$ cat src/rtl/param_dual_port_ram_if.sv
// Request/response bundle for param_dual_port_ram: clear control, RW port 0, RO port 1.
// PARITY_CHECK_EN adds the parity error flags and the port 0 parity inject input.
interface param_dual_port_ram_if #(
  parameter int DATA_WIDTH = 8,
  parameter int ADDR_WIDTH = 4
);
  logic                  clear_req;
  logic                  busy;
  logic                  p0_en;
  logic                  p0_wr_en;
  logic [ADDR_WIDTH-1:0] p0_addr;
  logic [DATA_WIDTH-1:0] p0_wdata;
  logic [DATA_WIDTH-1:0] p0_rdata;
  logic                  p0_rvalid;
  logic                  p1_en;
  logic [ADDR_WIDTH-1:0] p1_addr;
  logic [DATA_WIDTH-1:0] p1_rdata;
  logic                  p1_rvalid;
  logic                  collision;
`ifdef PARITY_CHECK_EN
  logic                  p0_perr_inject;
  logic                  p0_perr;
  logic                  p1_perr;

  modport master (
    output clear_req, p0_en, p0_wr_en, p0_addr, p0_wdata, p1_en, p1_addr, p0_perr_inject,
    input  busy, p0_rdata, p0_rvalid, p1_rdata, p1_rvalid, collision, p0_perr, p1_perr
  );
  modport slave (
    input  clear_req, p0_en, p0_wr_en, p0_addr, p0_wdata, p1_en, p1_addr, p0_perr_inject,
    output busy, p0_rdata, p0_rvalid, p1_rdata, p1_rvalid, collision, p0_perr, p1_perr
  );
`else
  modport master (
    output clear_req, p0_en, p0_wr_en, p0_addr, p0_wdata, p1_en, p1_addr,
    input  busy, p0_rdata, p0_rvalid, p1_rdata, p1_rvalid, collision
  );
  modport slave (
    input  clear_req, p0_en, p0_wr_en, p0_addr, p0_wdata, p1_en, p1_addr,
    output busy, p0_rdata, p0_rvalid, p1_rdata, p1_rvalid, collision
  );
`endif
endinterface

$ cat src/rtl/param_dual_port_ram.sv
// Simple dual-port RAM (port 0 RW, port 1 RO) with registered reads and a clear sweeper.
// Optional even-parity storage and checking is enabled by defining PARITY_CHECK_EN.
module param_dual_port_ram #(
  parameter int DATA_WIDTH  = 8,
  parameter int ADDR_WIDTH  = 4,
  parameter bit WRITE_FIRST = 1'b1
) (
  input logic                  clock,
  input logic                  reset_n,
  param_dual_port_ram_if.slave bus
);
  localparam int DEPTH = 2**ADDR_WIDTH;
`ifdef PARITY_CHECK_EN
  localparam int MEM_W = DATA_WIDTH + 1;
`else
  localparam int MEM_W = DATA_WIDTH;
`endif

  typedef enum logic {S_CLEAR, S_IDLE} state_e;

  state_e                state_q, state_d;
  logic [ADDR_WIDTH-1:0] cnt_q, cnt_d;
  logic                  busy_q, busy_d;
  logic [DATA_WIDTH-1:0] p0_rdata_q, p0_rdata_d;
  logic [DATA_WIDTH-1:0] p1_rdata_q, p1_rdata_d;
  logic                  p0_rvalid_q, p0_rvalid_d;
  logic                  p1_rvalid_q, p1_rvalid_d;
  logic                  collision_q, collision_d;
`ifdef PARITY_CHECK_EN
  logic                  p0_perr_q, p0_perr_d;
  logic                  p1_perr_q, p1_perr_d;
`endif

  logic [MEM_W-1:0]      mem [DEPTH];
  logic                  idle, p0_wr, p0_rd, p1_rd, hit;
  logic                  wr_en;
  logic [ADDR_WIDTH-1:0] wr_addr;
  logic [MEM_W-1:0]      new_word, wr_word, p0_word, p1_word;

`ifdef PARITY_CHECK_EN
  // Even parity: stored word has an even number of ones unless inject flips it.
  assign new_word = {(^bus.p0_wdata) ^ bus.p0_perr_inject, bus.p0_wdata};
`else
  assign new_word = bus.p0_wdata;
`endif

  always_comb begin
    idle    = (state_q == S_IDLE);
    p0_wr   = idle & bus.p0_en & bus.p0_wr_en;
    p0_rd   = idle & bus.p0_en & ~bus.p0_wr_en;
    p1_rd   = idle & bus.p1_en;
    hit     = p0_wr & p1_rd & (bus.p0_addr == bus.p1_addr);
    // The sweeper owns the write port while clearing; ports are locked out.
    wr_en   = p0_wr | ~idle;
    wr_addr = idle ? bus.p0_addr : cnt_q;
    wr_word = idle ? new_word : '0;
    p0_word = mem[bus.p0_addr];
    p1_word = (hit && WRITE_FIRST) ? new_word : mem[bus.p1_addr];
  end

  always_comb begin
    state_d     = state_q;
    cnt_d       = cnt_q;
    busy_d      = busy_q;
    p0_rdata_d  = p0_rd ? p0_word[DATA_WIDTH-1:0] : p0_rdata_q;
    p1_rdata_d  = p1_rd ? p1_word[DATA_WIDTH-1:0] : p1_rdata_q;
    p0_rvalid_d = p0_rd;
    p1_rvalid_d = p1_rd;
    collision_d = hit;
`ifdef PARITY_CHECK_EN
    p0_perr_d   = p0_rd & (^p0_word);
    p1_perr_d   = p1_rd & (^p1_word);
`endif
    if (!idle) begin
      cnt_d = cnt_q + 1'b1;
      if (cnt_q == {ADDR_WIDTH{1'b1}}) begin
        state_d = S_IDLE;
        busy_d  = 1'b0;
      end
    end else if (bus.clear_req) begin
      state_d = S_CLEAR;
      cnt_d   = '0;
      busy_d  = 1'b1;
    end
  end

  always_ff @(posedge clock or negedge reset_n) begin
    if (!reset_n) begin
      state_q     <= S_CLEAR;
      cnt_q       <= '0;
      busy_q      <= 1'b1;
      p0_rdata_q  <= '0;
      p1_rdata_q  <= '0;
      p0_rvalid_q <= 1'b0;
      p1_rvalid_q <= 1'b0;
      collision_q <= 1'b0;
`ifdef PARITY_CHECK_EN
      p0_perr_q   <= 1'b0;
      p1_perr_q   <= 1'b0;
`endif
    end else begin
      state_q     <= state_d;
      cnt_q       <= cnt_d;
      busy_q      <= busy_d;
      p0_rdata_q  <= p0_rdata_d;
      p1_rdata_q  <= p1_rdata_d;
      p0_rvalid_q <= p0_rvalid_d;
      p1_rvalid_q <= p1_rvalid_d;
      collision_q <= collision_d;
`ifdef PARITY_CHECK_EN
      p0_perr_q   <= p0_perr_d;
      p1_perr_q   <= p1_perr_d;
`endif
    end
  end

  // Array has no reset; contents are defined only after the clear sweep.
  always_ff @(posedge clock) begin
    if (wr_en) mem[wr_addr] <= wr_word;
  end

  assign bus.busy      = busy_q;
  assign bus.p0_rdata  = p0_rdata_q;
  assign bus.p1_rdata  = p1_rdata_q;
  assign bus.p0_rvalid = p0_rvalid_q;
  assign bus.p1_rvalid = p1_rvalid_q;
  assign bus.collision = collision_q;
`ifdef PARITY_CHECK_EN
  assign bus.p0_perr   = p0_perr_q;
  assign bus.p1_perr   = p1_perr_q;
`endif

endmodule

$ cat src/flat_wrapper.sv
// flat-port wrapper written by rule: the top's interface ports become plain ports
module param_dual_port_ram_flat 
#(
  parameter int DATA_WIDTH  = 8,
  parameter int ADDR_WIDTH  = 4,
  parameter bit WRITE_FIRST = 1'b1
)
  (clock, reset_n, bus_clear_req, bus_p0_en, bus_p0_wr_en, bus_p0_addr, bus_p0_wdata, bus_p1_en, bus_p1_addr, bus_busy, bus_p0_rdata, bus_p0_rvalid, bus_p1_rdata, bus_p1_rvalid, bus_collision);
  param_dual_port_ram_if #(.DATA_WIDTH(DATA_WIDTH), .ADDR_WIDTH(ADDR_WIDTH)) bus_i ();
  input logic clock;
  input logic reset_n;
  input wire logic [$bits(bus_i.clear_req)-1:0] bus_clear_req;
  input wire logic [$bits(bus_i.p0_en)-1:0] bus_p0_en;
  input wire logic [$bits(bus_i.p0_wr_en)-1:0] bus_p0_wr_en;
  input wire logic [$bits(bus_i.p0_addr)-1:0] bus_p0_addr;
  input wire logic [$bits(bus_i.p0_wdata)-1:0] bus_p0_wdata;
  input wire logic [$bits(bus_i.p1_en)-1:0] bus_p1_en;
  input wire logic [$bits(bus_i.p1_addr)-1:0] bus_p1_addr;
  output wire logic [$bits(bus_i.busy)-1:0] bus_busy;
  output wire logic [$bits(bus_i.p0_rdata)-1:0] bus_p0_rdata;
  output wire logic [$bits(bus_i.p0_rvalid)-1:0] bus_p0_rvalid;
  output wire logic [$bits(bus_i.p1_rdata)-1:0] bus_p1_rdata;
  output wire logic [$bits(bus_i.p1_rvalid)-1:0] bus_p1_rvalid;
  output wire logic [$bits(bus_i.collision)-1:0] bus_collision;
  assign bus_i.clear_req = bus_clear_req;
  assign bus_i.p0_en = bus_p0_en;
  assign bus_i.p0_wr_en = bus_p0_wr_en;
  assign bus_i.p0_addr = bus_p0_addr;
  assign bus_i.p0_wdata = bus_p0_wdata;
  assign bus_i.p1_en = bus_p1_en;
  assign bus_i.p1_addr = bus_p1_addr;
  assign bus_busy = bus_i.busy;
  assign bus_p0_rdata = bus_i.p0_rdata;
  assign bus_p0_rvalid = bus_i.p0_rvalid;
  assign bus_p1_rdata = bus_i.p1_rdata;
  assign bus_p1_rvalid = bus_i.p1_rvalid;
  assign bus_collision = bus_i.collision;
  param_dual_port_ram #(.DATA_WIDTH(DATA_WIDTH), .ADDR_WIDTH(ADDR_WIDTH), .WRITE_FIRST(WRITE_FIRST)) u_core (.clock(clock), .reset_n(reset_n), .bus(bus_i));
endmodule
$ cat config.mk
export PLATFORM = sky130hd
export DESIGN_NAME = param_dual_port_ram_flat
export DESIGN_NICKNAME = d
export VERILOG_FILES = /design/src/rtl/param_dual_port_ram_if.sv /design/src/rtl/param_dual_port_ram.sv /design/src/flat_wrapper.sv
export SDC_FILE = /design/constraint.sdc
export NUM_CORES = 1
export LEC_CHECK = 0
export CORE_MARGIN = 5
export CORE_UTILIZATION = 28
export CTS_CLUSTER_DIAMETER = 30
export CTS_CLUSTER_SIZE = 12
export DETAILED_ROUTE_END_ITERATION = 7
export SETUP_SLACK_MARGIN = 0.1
export SYNTH_ARGS = -nofsm -noshare
export SYNTH_HDL_FRONTEND = slang
export SYNTH_SLANG_ARGS = --single-unit
export TNS_END_PERCENT = 30
$ cat constraint.sdc
create_clock -name clock -period 4.19 [get_ports clock]
set_input_delay 0.6285 -clock clock [delete_from_list [all_inputs] [get_ports clock]]
set_output_delay 0.6285 -clock clock [all_outputs]
set_load 0.01 [all_outputs]
==> results.sh <==
export IMPL_r2r_cells=6
export IMPL_die_y_um=170
export IMPL_synth_avg_cell_area_um2=17.8
export IMPL_synth_cell_type_count=42
export IMPL_synth_edf_count=128
export IMPL_outcome="finished clean"
export IMPL_h_tree_depth=4
export IMPL_worst_r2r_setup_slack_ns=1.73
export IMPL_max_vdd_ir_drop_mv=0.328
export IMPL_yosysWarnings=0
export IMPL_overflow=0
export IMPL_min_path_type="reg -> reg"
export IMPL_antenna_found_initial=0
export IMPL_post_cts_buffers=0
export IMPL_io_pins=42
export IMPL_grt_pass1_wl_um=28700
export IMPL_hold_path_cell_count=2
export IMPL_track_usage_pct=13.5
export IMPL_hold_path_end="u_core.bus.busy"
export IMPL_crit_path_start_kind="input port"
export IMPL_yosysTopAreaCellShare_pct=53.4
export IMPL_finalHoldViolations=0
export IMPL_rsz0062_at_grt="false"
export IMPL_mostFrequentLayoutCell="edfxtp_1"
export IMPL_layout_drive_gt1_share_pct=28.9
export IMPL_crit_type="in -> reg"
export IMPL_crit_path_end_kind="flip-flop"
export IMPL_grt_pass1_vias=4482
export IMPL_io_buffer_count=41
export IMPL_synthToLayoutAreaGrowth_pct=19.7
export IMPL_holdCritStartpoint="u_core.bus.busy"
export IMPL_slew_violations=0
export IMPL_worst_slew_pin_transition_ns=0.916
export IMPL_routed_wl_um=19100
export IMPL_syn_area_um2=7190
export IMPL_cts_tree="done"
export IMPL_cts_resized=0
export IMPL_gp_congestion=0.858
export IMPL_timing_rr_start="u_core.idle"
export IMPL_avgRoutedWirePerCell_um=23.8
export IMPL_worstPathRequired_ns=4.49
export IMPL_syn_nets=427
export IMPL_total_leakage_power_nw=2.88
export IMPL_powerDensity_nw_per_um2=595
export IMPL_cts_hold_buf=0
export IMPL_skew_ns=0.00687
export IMPL_fin_tns_setup_ns=0
export IMPL_drcViolationCount=0
export IMPL_dp_hpwl_um=13000
export IMPL_max_freq_ghz=0.374
export IMPL_dr_wl_met2_um=9020
export IMPL_maxCapViolations=0
export IMPL_synth_top_flop_cell="edfxtp_1"
export IMPL_finalSetupViolations=0
export IMPL_diodes=0
export IMPL_grt_max_degree=25
export IMPL_wl_met1_um=8250
export IMPL_fin_crit_sh_pct=63.8
export IMPL_synthTopCellsByArea="edfxtp_1, mux4_2, dfrtp_1, a221o_1, a22oi_1"
export IMPL_antenna_left=0
export IMPL_fill_cells=2375
export IMPL_numCtsBuffers=17
export IMPL_rr_endpoint="u_core.bus.p1_rdata[1]"
export IMPL_finalCriticalPeriod_ns=2.67
export IMPL_cp_max_fo=13
export IMPL_initial_core_util_pct=28.5
export IMPL_finalNetCount=480
export IMPL_fp_dieW_um=170
export IMPL_async_reset_ff_share_pct=16.3
export IMPL_synth_area_leader_cell="edfxtp_1"
export IMPL_vias=4205
export IMPL_cts_sinks=153
export IMPL_highest_layer="met4"
export IMPL_core_area_um2=25300
export IMPL_final_cell_mix="edfxtp_1, mux4_2, clkdlybuf4s50_1"
export IMPL_drtIter0Drc=417
export IMPL_yosys_register_bits=153
export IMPL_seq_area_frac_synth_pct=62.2
export IMPL_cts_max_path_buffers=2
export IMPL_viasPerCell=5.26
export IMPL_arrival_ns=2.98
export IMPL_slew_headroom_pct=38.8
export IMPL_die_area_um2=29000
export IMPL_dr_pass1_iters=5
export IMPL_route_met3_wl_um=1390
export IMPL_finalPower_mw=5.12
export IMPL_cts_clk_slew_worst_paths_ns=0.06
export IMPL_syn_inst=404
export IMPL_clock_latency_ns=0.42
export IMPL_fp_row_count=58
export IMPL_root_buffer="clkbuf_16"
## cell usage after synthesis (2+ instances only)
cell and n:
edfxtp_1 128, mux4_2 64, dfrtp_1 24, nor2_1 24
a22oi_1 17, a221o_1 16, clkbuf_1 11, mux2i_1 11
a21oi_1 10, and2_1 10, buf_2 9, mux2_2 9
nand2_1 9, nor3_1 9, buf_1 6, xnor2_1 6
inv_1 4, nand3_1 4, buf_6 3, o21ai_0 3
a22o_1 2, a31oi_1 2, and3_1 2, buf_4 2
nor2b_1 2
## flip-flops by register name, indices dropped and copies added, names as in the netlist
name and cells:
u_core.bus.busy 1, u_core.bus.collision 1, u_core.bus.p0_rdata 8, u_core.bus.p0_rvalid 1
u_core.bus.p1_rdata 8, u_core.bus.p1_rvalid 1, u_core.cnt_q 4, u_core.idle 1
u_core.mem 128
## metal layers
| layer | vias to the layer above | track usage (%) |
|---|---|---|
| li1 | 1792 | - |
| met1 | 2189 | 18.8 |
| met2 | 195 | 21.2 |
| met3 | 29 | 3.53 |
| met4 | 0 | 3.78 |
| met5 | - | 0 |
## stage by stage
step | util [%] | hold slack (ns) | setup slack (ns) | cells | instance area, um^2
4_1_cts | 34.1 | 0.502 | 1.59 | 800 | 8610
5_1_grt | 34.1 | 0.520 | 1.45 | 800 | 8610
6_report | 34.1 | 0.505 | 1.52 | 800 | 8610
2_1_floorplan | - | 0.333 | 1.84 | 404 | 7190
3_5_place_dp | 31.8 | 0.494 | 1.14 | 768 | 8040
3_3_place_gp | 31.8 | 0.486 | 1.25 | 768 | 8040
## report_power, final
group | total (mW) | switching (mW) | internal (mW) | leakage (nW)
Sequential | 2.32 | 0.239 | 2.08 | 1.52
Clock | 1.47 | 0.598 | 0.868 | 0.274
Combinational | 1.34 | 0.702 | 0.633 | 1.09
## worst max-delay path by stage
stage / slack, ns / to / depth (start not counted) / from
floorplan: 1.84 / u_core.mem[4][0] / 5 / bus_p0_addr[2]
global placement: 1.25 / u_core.bus.p1_rdata[4] / 6 / bus_p0_addr[3]
detailed placement: 1.14 / u_core.bus.p1_rdata[4] / 6 / bus_p0_addr[3]
CTS: 1.59 / u_core.bus.p1_rdata[1] / 6 / bus_p0_addr[3]
global route: 1.45 / u_core.bus.p1_rdata[1] / 6 / bus_p0_addr[3]
finish: 1.52 / u_core.bus.p1_rdata[1] / 6 / bus_p0_addr[3]
## critical path, stage by stage
cell and delay [ns]:
clkdlybuf4s50_1 0.85, mux2i_1 0.19, xnor2_1 0.24, o41ai_4 0.67
a21oi_1 0.09, a221o_1 0.30
## cells by family (layout without fill, tap and decap cells)
kind of cell / Yosys count / count (layout) / share of synthesized area, %
flip-flops: 153 / 153 / 62.2
multiplexers: 85 / 85 / 23.3
AND/OR/NAND/NOR: 64 / 64 / 4.44
AO/OA/AOI/OAI: 57 / 57 / 6.38
buffers and inverters: 36 / 102 / 2.47
XOR/XNOR: 8 / 8 / 1.08
adder cells (fa/ha/maj): 1 / 1 / 0.174
## final cells by class
type | instances | area (um^2) | share of cell area [%]
tap | 330 | 413 | 4.80
sequential | 153 | 4470 | 51.9
clock buffer | 23 | 478 | 5.55
inverter | 4 | 15.0 | 0.174
timing repair buffer | 66 | 596 | 6.92
multi-input combinational | 215 | 2540 | 29.6
clock inverter | 9 | 90.1 | 1.05
Note: power is estimated with default switching activity, not from simulation.
